File: src/rtl/fragment_writer.sv
// Rasterizer fragment sink: clips fragments, converts them to framebuffer word
// addresses and queues {addr, colour} writes toward the framebuffer memory port.
module fragment_writer #(
    parameter int CORD_WIDTH  = 10,
    parameter int FB_WIDTH    = 640,
    parameter int FB_HEIGHT   = 480,
    parameter int ADDR_WIDTH  = 19,
    parameter int COLOR_WIDTH = 16,
    parameter int FIFO_DEPTH  = 8
) (
    input  logic                   clk,
    input  logic                   rst_n,
    input  logic                   i_start,
    input  logic [COLOR_WIDTH-1:0] i_color,
    input  logic                   i_frag_valid,
    input  logic [CORD_WIDTH-1:0]  i_frag_x,
    input  logic [CORD_WIDTH-1:0]  i_frag_y,
    input  logic                   i_raster_done,
    output logic                   o_mem_valid,
    input  logic                   i_mem_ready,
    output logic [ADDR_WIDTH-1:0]  o_mem_addr,
    output logic [COLOR_WIDTH-1:0] o_mem_data,
    output logic                   o_busy,
    output logic                   o_done,
    output logic                   o_overflow,
    output logic [15:0]            o_frag_count,
    output logic [15:0]            o_clip_count
);

    localparam int PW = $clog2(FIFO_DEPTH);
    localparam logic [PW:0] FULL_CNT = (PW+1)'(FIFO_DEPTH);

    localparam logic [1:0] S_IDLE   = 2'd0;
    localparam logic [1:0] S_ACTIVE = 2'd1;
    localparam logic [1:0] S_DRAIN  = 2'd2;

    logic [1:0]             r_state;
    logic [COLOR_WIDTH-1:0] r_color;
    logic [ADDR_WIDTH-1:0]  r_fifo_addr [FIFO_DEPTH];
    logic [COLOR_WIDTH-1:0] r_fifo_data [FIFO_DEPTH];
    logic [PW-1:0]          r_wptr;
    logic [PW-1:0]          r_rptr;
    logic [PW:0]            r_cnt;
    logic                   r_done;
    logic                   r_overflow;
    logic [15:0]            r_frag_count;
    logic [15:0]            r_clip_count;

    logic signed [CORD_WIDTH-1:0] w_fx;
    logic signed [CORD_WIDTH-1:0] w_fy;
    int                           w_xi;
    int                           w_yi;
    logic                         w_clip;
    logic [ADDR_WIDTH-1:0]        w_addr;
    logic                         w_accept_start;
    logic                         w_frag;
    logic                         w_pop;
    logic                         w_push;
    logic                         w_drop;
    logic                         w_drain_done;

    // Coordinates are signed; widen to int so the bounds tests are signed compares.
    assign w_fx   = i_frag_x;
    assign w_fy   = i_frag_y;
    assign w_xi   = int'(w_fx);
    assign w_yi   = int'(w_fy);
    assign w_clip = (w_xi < 0) || (w_xi >= FB_WIDTH) || (w_yi < 0) || (w_yi >= FB_HEIGHT);
    assign w_addr = ADDR_WIDTH'(w_yi * FB_WIDTH + w_xi);

    assign w_accept_start = (r_state == S_IDLE) && i_start;
    assign w_frag         = (r_state == S_ACTIVE) && i_frag_valid;
    assign w_pop          = (r_cnt != '0) && i_mem_ready;
    // A full FIFO still accepts when the head leaves in the same cycle.
    assign w_push         = w_frag && !w_clip && ((r_cnt != FULL_CNT) || w_pop);
    assign w_drop         = w_frag && !w_clip && !w_push;
    assign w_drain_done   = (r_state == S_DRAIN) && (r_cnt == '0);

    always_ff @(posedge clk or negedge rst_n) begin
        if (!rst_n) begin
            r_state <= S_IDLE;
            r_color <= '0;
        end else begin
            case (r_state)
                S_IDLE: if (i_start) begin
                    r_state <= S_ACTIVE;
                    r_color <= i_color;
                end
                S_ACTIVE: if (i_raster_done) r_state <= S_DRAIN;
                S_DRAIN:  if (w_drain_done) r_state <= S_IDLE;
                default:  r_state <= S_IDLE;
            endcase
        end
    end

    always_ff @(posedge clk or negedge rst_n) begin
        if (!rst_n) begin
            for (int i = 0; i < FIFO_DEPTH; i++) begin
                r_fifo_addr[i] <= '0;
                r_fifo_data[i] <= '0;
            end
            r_wptr <= '0;
            r_rptr <= '0;
            r_cnt  <= '0;
        end else begin
            if (w_push) begin
                r_fifo_addr[r_wptr] <= w_addr;
                r_fifo_data[r_wptr] <= r_color;
                r_wptr              <= r_wptr + 1'b1;
            end
            if (w_pop) r_rptr <= r_rptr + 1'b1;
            r_cnt <= r_cnt + (PW+1)'(w_push) - (PW+1)'(w_pop);
        end
    end

    always_ff @(posedge clk or negedge rst_n) begin
        if (!rst_n) begin
            r_done       <= 1'b0;
            r_overflow   <= 1'b0;
            r_frag_count <= '0;
            r_clip_count <= '0;
        end else begin
            r_done <= w_drain_done;
            if (w_accept_start) begin
                r_overflow   <= 1'b0;
                r_frag_count <= '0;
                r_clip_count <= '0;
            end else begin
                if (w_drop) r_overflow <= 1'b1;
                if (w_push && (r_frag_count != 16'hFFFF))
                    r_frag_count <= r_frag_count + 16'd1;
                if (w_frag && w_clip && (r_clip_count != 16'hFFFF))
                    r_clip_count <= r_clip_count + 16'd1;
            end
        end
    end

    assign o_mem_valid  = (r_cnt != '0);
    assign o_mem_addr   = r_fifo_addr[r_rptr];
    assign o_mem_data   = r_fifo_data[r_rptr];
    assign o_busy       = (r_state != S_IDLE);
    assign o_done       = r_done;
    assign o_overflow   = r_overflow;
    assign o_frag_count = r_frag_count;
    assign o_clip_count = r_clip_count;

endmodule

File: config.mk
export PLATFORM = sky130hd
export DESIGN_NAME = fragment_writer
export DESIGN_NICKNAME = d
export VERILOG_FILES = /design/src/rtl/fragment_writer.sv
export SDC_FILE = /design/constraint.sdc
export NUM_CORES = 1
export LEC_CHECK = 0
export CAP_MARGIN = 25
export CORE_ASPECT_RATIO = 1.2
export CORE_MARGIN = 2
export CORE_UTILIZATION = 66
export CTS_BUF_LIST = sky130_fd_sc_hd__clkbuf_2 sky130_fd_sc_hd__clkbuf_4 sky130_fd_sc_hd__clkbuf_8
export CTS_CLUSTER_DIAMETER = 200
export DETAILED_ROUTE_END_ITERATION = 8
export DONT_BUFFER_PORTS = 1
export GPL_ROUTABILITY_DRIVEN = 0
export PLACE_DENSITY = 0.81
export SYNTH_ARGS = -nofsm -noshare
export SYNTH_HDL_FRONTEND = slang
export SYNTH_SLANG_ARGS = --single-unit
File: constraint.sdc
create_clock -name clk -period 2.85 [get_ports clk]
set_input_delay 0.57 -clock clk [delete_from_list [all_inputs] [get_ports clk]]
set_output_delay 0.57 -clock clk [all_outputs]
set_load 0.01 [all_outputs]
---- Yosys cells after proc, flatten, opt, wreduce, memory -nomap -nowiden ----
Cells that the tools add are included.
storage, ports and cells
  flip-flop bits (word level) ............. 342
cells by class
  muxes and demuxes ....................... 22
  multiply operators ...................... 1
  reductions and logical operators ........ 26
  add/subtract/negate cells ............... 7
  bitwise logic cells ..................... 2
  magnitude comparators ................... 7
  eq/ne operators ......................... 8
operators with widths
  operator                                                                 number
  152-bit bitwise mux                                                      1
  128-bit bitwise mux                                                      1
  16-bit 2-to-1 mux                                                        7
  19-bit binary-select mux with 3-bit select                               1
  19-bit demux with 3-bit select                                           1
  19-bit 2-to-1 mux                                                        3
  16-bit binary-select mux with 3-bit select                               1
  16-bit demux with 3-bit select                                           1
  16-bit by 1-bit adder with 16-bit output, second input constant          2
  16-bit inequality test, second input constant                            2
  10-bit by 1-bit < comparator with 1-bit output, second input constant    2
  19-bit by 10-bit adder with 19-bit output                                1
  10-bit by 4-bit multiplier with 12-bit output, second input constant     1
  10-bit by 11-bit >= comparator with 1-bit output, second input constant  1
  1-bit logical AND                                                        11
  10-bit >= comparator, second input constant                              1
  4-bit >= comparator, second input constant                               2
  3-bit NOT with 4-bit output                                              2
  2-bit nonzero test                                                       4
  3-bit by 1-bit adder with 3-bit output, second input constant            2
  2-bit 2-to-1 mux                                                         3
  2-bit inequality test, second input constant                             3
  2-bit case mux with 3 select lines                                       1
  4-bit by 1-bit adder with 4-bit output                                   1
  other kinds (13)                                                         18

---- Longest topological paths before layout ----
  word-level depth ........................ 11
  mapped depth ............................ 18

---- Worst setup path before layout ----
Ideal clock, no wire load.
  kind .................................... input to register
  start point ............................. input i_frag_y[1]
  end point ............................... register r_fifo_addr[113] (netlist bit)
  cell stages on the path ................. 18
  required time ........................... 2728 ps
  path slack .............................. -900 ps
  data arrival time ....................... 3628 ps
  cells stage by stage .................... ha_1 -> ha_1 -> inv_1 -> fa_1 -> nor2b_1 -> o31a_1 -> o21a_1 -> nor2_1 -> xnor2_1 -> ha_1 -> clkbuf_1 -> nand3_1 -> a211o_1 -> buf_2 -> a31o_2 -> buf_2 -> mux2i_1 -> nand2_1
on the way
  longest elaborated chain between the ends .. 6
  elaborated cells between the ends (all ways) .. 10
  those cells by class .................... 1 x add/sub; 1 x mul; 2 x order compare; 1 x mux; 5 x reduce/logical
RTL lines
  element                                                                            RTL line  source
  start: declaration                                                                 17        input logic [CORD_WIDTH-1:0] i_frag_y,
  branches (longest 6 deep; another with 19-bit by 10-bit adder with 19-bit output)  n/a
  end signal: indexed assignment                                                     106       r_fifo_addr[r_wptr] <= w_addr;
  end: declaration                                                                   39        logic [ADDR_WIDTH-1:0] r_fifo_addr [FIFO_DEPTH];
Parallel ways; which one is timed is not known.
A chain may end at the register's enable or synchronous reset.

---- Worst setup path after layout ----
  start point ............................. input i_frag_y[4]
  end point ............................... register r_fifo_addr[113] (netlist bit)
The elaborated chain is that of the path after synthesis.

==> qor.csv <==
metric;value;unit
post-synthesis sequential area ratio;0.513;
fin area;18700;um2
via count;10700;
worst relative slew slack;0.349;
setup slack at placement;-0.694;ns
Initial Utilization;0.674;
#FFs+latches synth;342;
Power Total;15.7;mW
final worst path period share;1.00;
Clock Skews;0.0176;ns
Syn Std Cell Area;16700;um2
Remaining DRCs;0;
worst slew pin tran;0.977;ns
clock tree buffer depth;3;
CTS root buffer;clkbuf_8;
first-pass GRT wire length;57.7;mm
Buffers on Ports;0;
Tot GR Track Use;0.276;
Synth top area share;0.513;
synth cell count leaders;dfrtp_1, nand2_1, mux2_2;
maximum net fanout on the critical path;8;
Synth area leader;dfrtp_1;
commonest register cell after synthesis;dfrtp_1;
Ys Warns;0;
Die ar.;26600;um2
maximum vdd drop;0.000517;V
row count;63;
core area;24800;um2
Hold Path Class;in -> async;
fin. max-slew vios;0;
setup ws final;-0.0139;ns
CTS buffer count;52;
number of synthesized flops with an enable pin;0;
count of cell types in the netlist;62;
Post-synth ARST share;1.00;
Worst setup EP type;register;
FILL cells;1563;
Max Fclk;0.349;GHz
pin count of the biggest net entering global routing;343;
worst endpoint required time;3.36;ns
critical path startpoint category;input port;
Via density;6.13;
CTS tree;done;
clock slew at reported path FFs;0.07;ns
Hold Vio Cnt, Final;342;
top cells by area, synth;dfrtp_1, mux2_2, mux4_2, nand2_1, ha_1;
Util after Layout;0.755;
per-cell routed wire length;20.5;um
critical path arrival;3.37;ns
P&R area growth vs syn;12.0;%
Die Width;149;um
violated checks;hold timing, setup timing;
Clock Sinks;342;
post-route minimum period;2.86;ns
initial antenna violation count;0;
final WL;35.8;mm
RSZ-0062 raised after global routing;true;
worst skew pair latency;0.58;ns
vias in the first global route;11300;
final HPWL from detailed placement;21.7;mm
ANT cells;0;
die height;178;um
Setup CP Type;in -> reg;
syn_area_per_cell;12.4;um2
violation count after the first detailed-route iteration;651;
max cap viols;0;
Setup violations, final;1;
share of cells above drive strength 1;0.342;
1st-pass router iterations;5;
total congestion overflow;0;
worst hold margin;-0.286;ns
syn nets;1434;
IO Count;113;
H-tree depth;2;
leading cell type by number of instances after synthesis;dfrtp_1;
pwr/cell area;839;nW/um2
synthesized instance count;1349;
status;finished with violations;
placed cell area;17400;um2
P_leak;9.19;nW
Final ANT Viol Nets;0;
nets@finish;1469;
sequential cells by signal, indices dropped and copies added, names as in the netlist:
| name | count |
|---|---|
| o_overflow | 1 |
| r_cnt | 4 |
| o_clip_count | 16 |
| r_fifo_addr | 152 |
| r_wptr | 3 |
| r_rptr | 3 |
| o_frag_count | 16 |
| r_fifo_data | 128 |
| r_state | 2 |
| o_done | 1 |
| r_color | 16 |
through the flow:
step,TNS [ns],std cells
floorplan,-11.19,1349
global placement,-19.04,1649
detailed placement,-20.99,1649
CTS,0,1740
global route,-0.515,1744
finish,-0.0139,1744
cell type report:
type | instances | area [um2] | area share
Multi-Input combinational cell | 887 | 7850 | 0.420
Sequential cell | 342 | 8560 | 0.458
Tap cell | 325 | 407 | 0.0218
Timing Repair Buffer | 69 | 682 | 0.0365
Clock inverter | 8 | 80.1 | 0.00428
Inverter | 32 | 123 | 0.00656
Clock buffer | 81 | 990 | 0.0530
cells by family (layout without fill, tap and decap cells):
group / Yosys count / after routing / synth area share
AND/OR/NAND/NOR: 363 / 363 / 0.100
multiplexers: 296 / 296 / 0.246
flip-flops: 342 / 342 / 0.513
adder cells (fa/ha/maj): 43 / 43 / 0.0336
buffers and inverters: 120 / 190 / 0.0324
XOR/XNOR: 41 / 41 / 0.0215
AO/OA/AOI/OAI: 144 / 144 / 0.0534
path summary, 6_finish.rpt:
path | startpoint | to | slack (ns) | cells past startpoint
max in group asynchronous | rst_n | r_fifo_data[97]$_DFFE_PN0P_ | 2.34 | 0
min in group clk | i_color[9] | r_color[9]$_DFFE_PN0P_ | 0.09 | 2
worst max-delay path | i_frag_y[4] | r_fifo_addr[113]$_DFFE_PN0P_ | -0.01 | 15
worst min register to register | r_fifo_data[113]$_DFFE_PN0P_ | r_fifo_data[113]$_DFFE_PN0P_ | 0.47 | 2
worst max register to register | r_cnt[1]$_DFF_PN0_ | r_cnt[2]$_DFF_PN0_ | 0.51 | 10
worst min-delay path | rst_n | r_fifo_addr[64]$_DFFE_PN0P_ | -0.29 | 0
power by group:
group          total (mW)  internal (mW)  leakage, nW  switching, mW
logic                4.76           2.42         3.98           2.33
registers            6.82           5.91         4.63          0.903
clock network        4.11           2.30        0.576           1.81
total                15.7           10.6         9.19           5.05
per-layer routing:
layer | share of wire | up-vias | routed length (um) | GRT usage
li1 | - | 4862 | - | -
met4 | 0.019 | 0 | 673 | 0.0742
met2 | 0.52 | 230 | 18700 | 0.486
met1 | 0.41 | 5539 | 14700 | 0.351
met5 | 0 | - | 0 | 0
met3 | 0.051 | 57 | 1820 | 0.0565
worst max-delay path, stage by stage:
cell,delay (ns)
ha_4,0.26
ha_4,0.19
a21o_1,0.16
a21oi_2,0.17
o21ai_2,0.09
nor4_1,0.25
nor3_1,0.08
xor2_1,0.17
ha_2,0.40
nand3_2,0.09
a211o_1,0.29
buf_4,0.20
a211oi_1,0.28
mux2i_1,0.12
nand2_1,0.07
timing repair:
| action | CTS | global route |
|---|---|---|
| hold endpoints to repair | 342 | 342 |
| setup endpoints to repair | 54 | 30 |
| setup buffers | 2 | 5 |
| gates resized for setup | 6 | 32 |
| pin swaps | 3 | 23 |
cells in the final DEF (no fill, tap or decap), drive strengths merged, types with 26 or more instances in the layout:
master	synthesis	final
o21ai	76	76
nor2	52	52
ha	40	40
mux2	212	212
xnor2	26	26
nand2	224	224
buf	50	69
mux4	70	70
inv	32	34
clkbuf	38	81
dfrtp	342	342
Note: power is estimated with default switching activity, not from simulation.
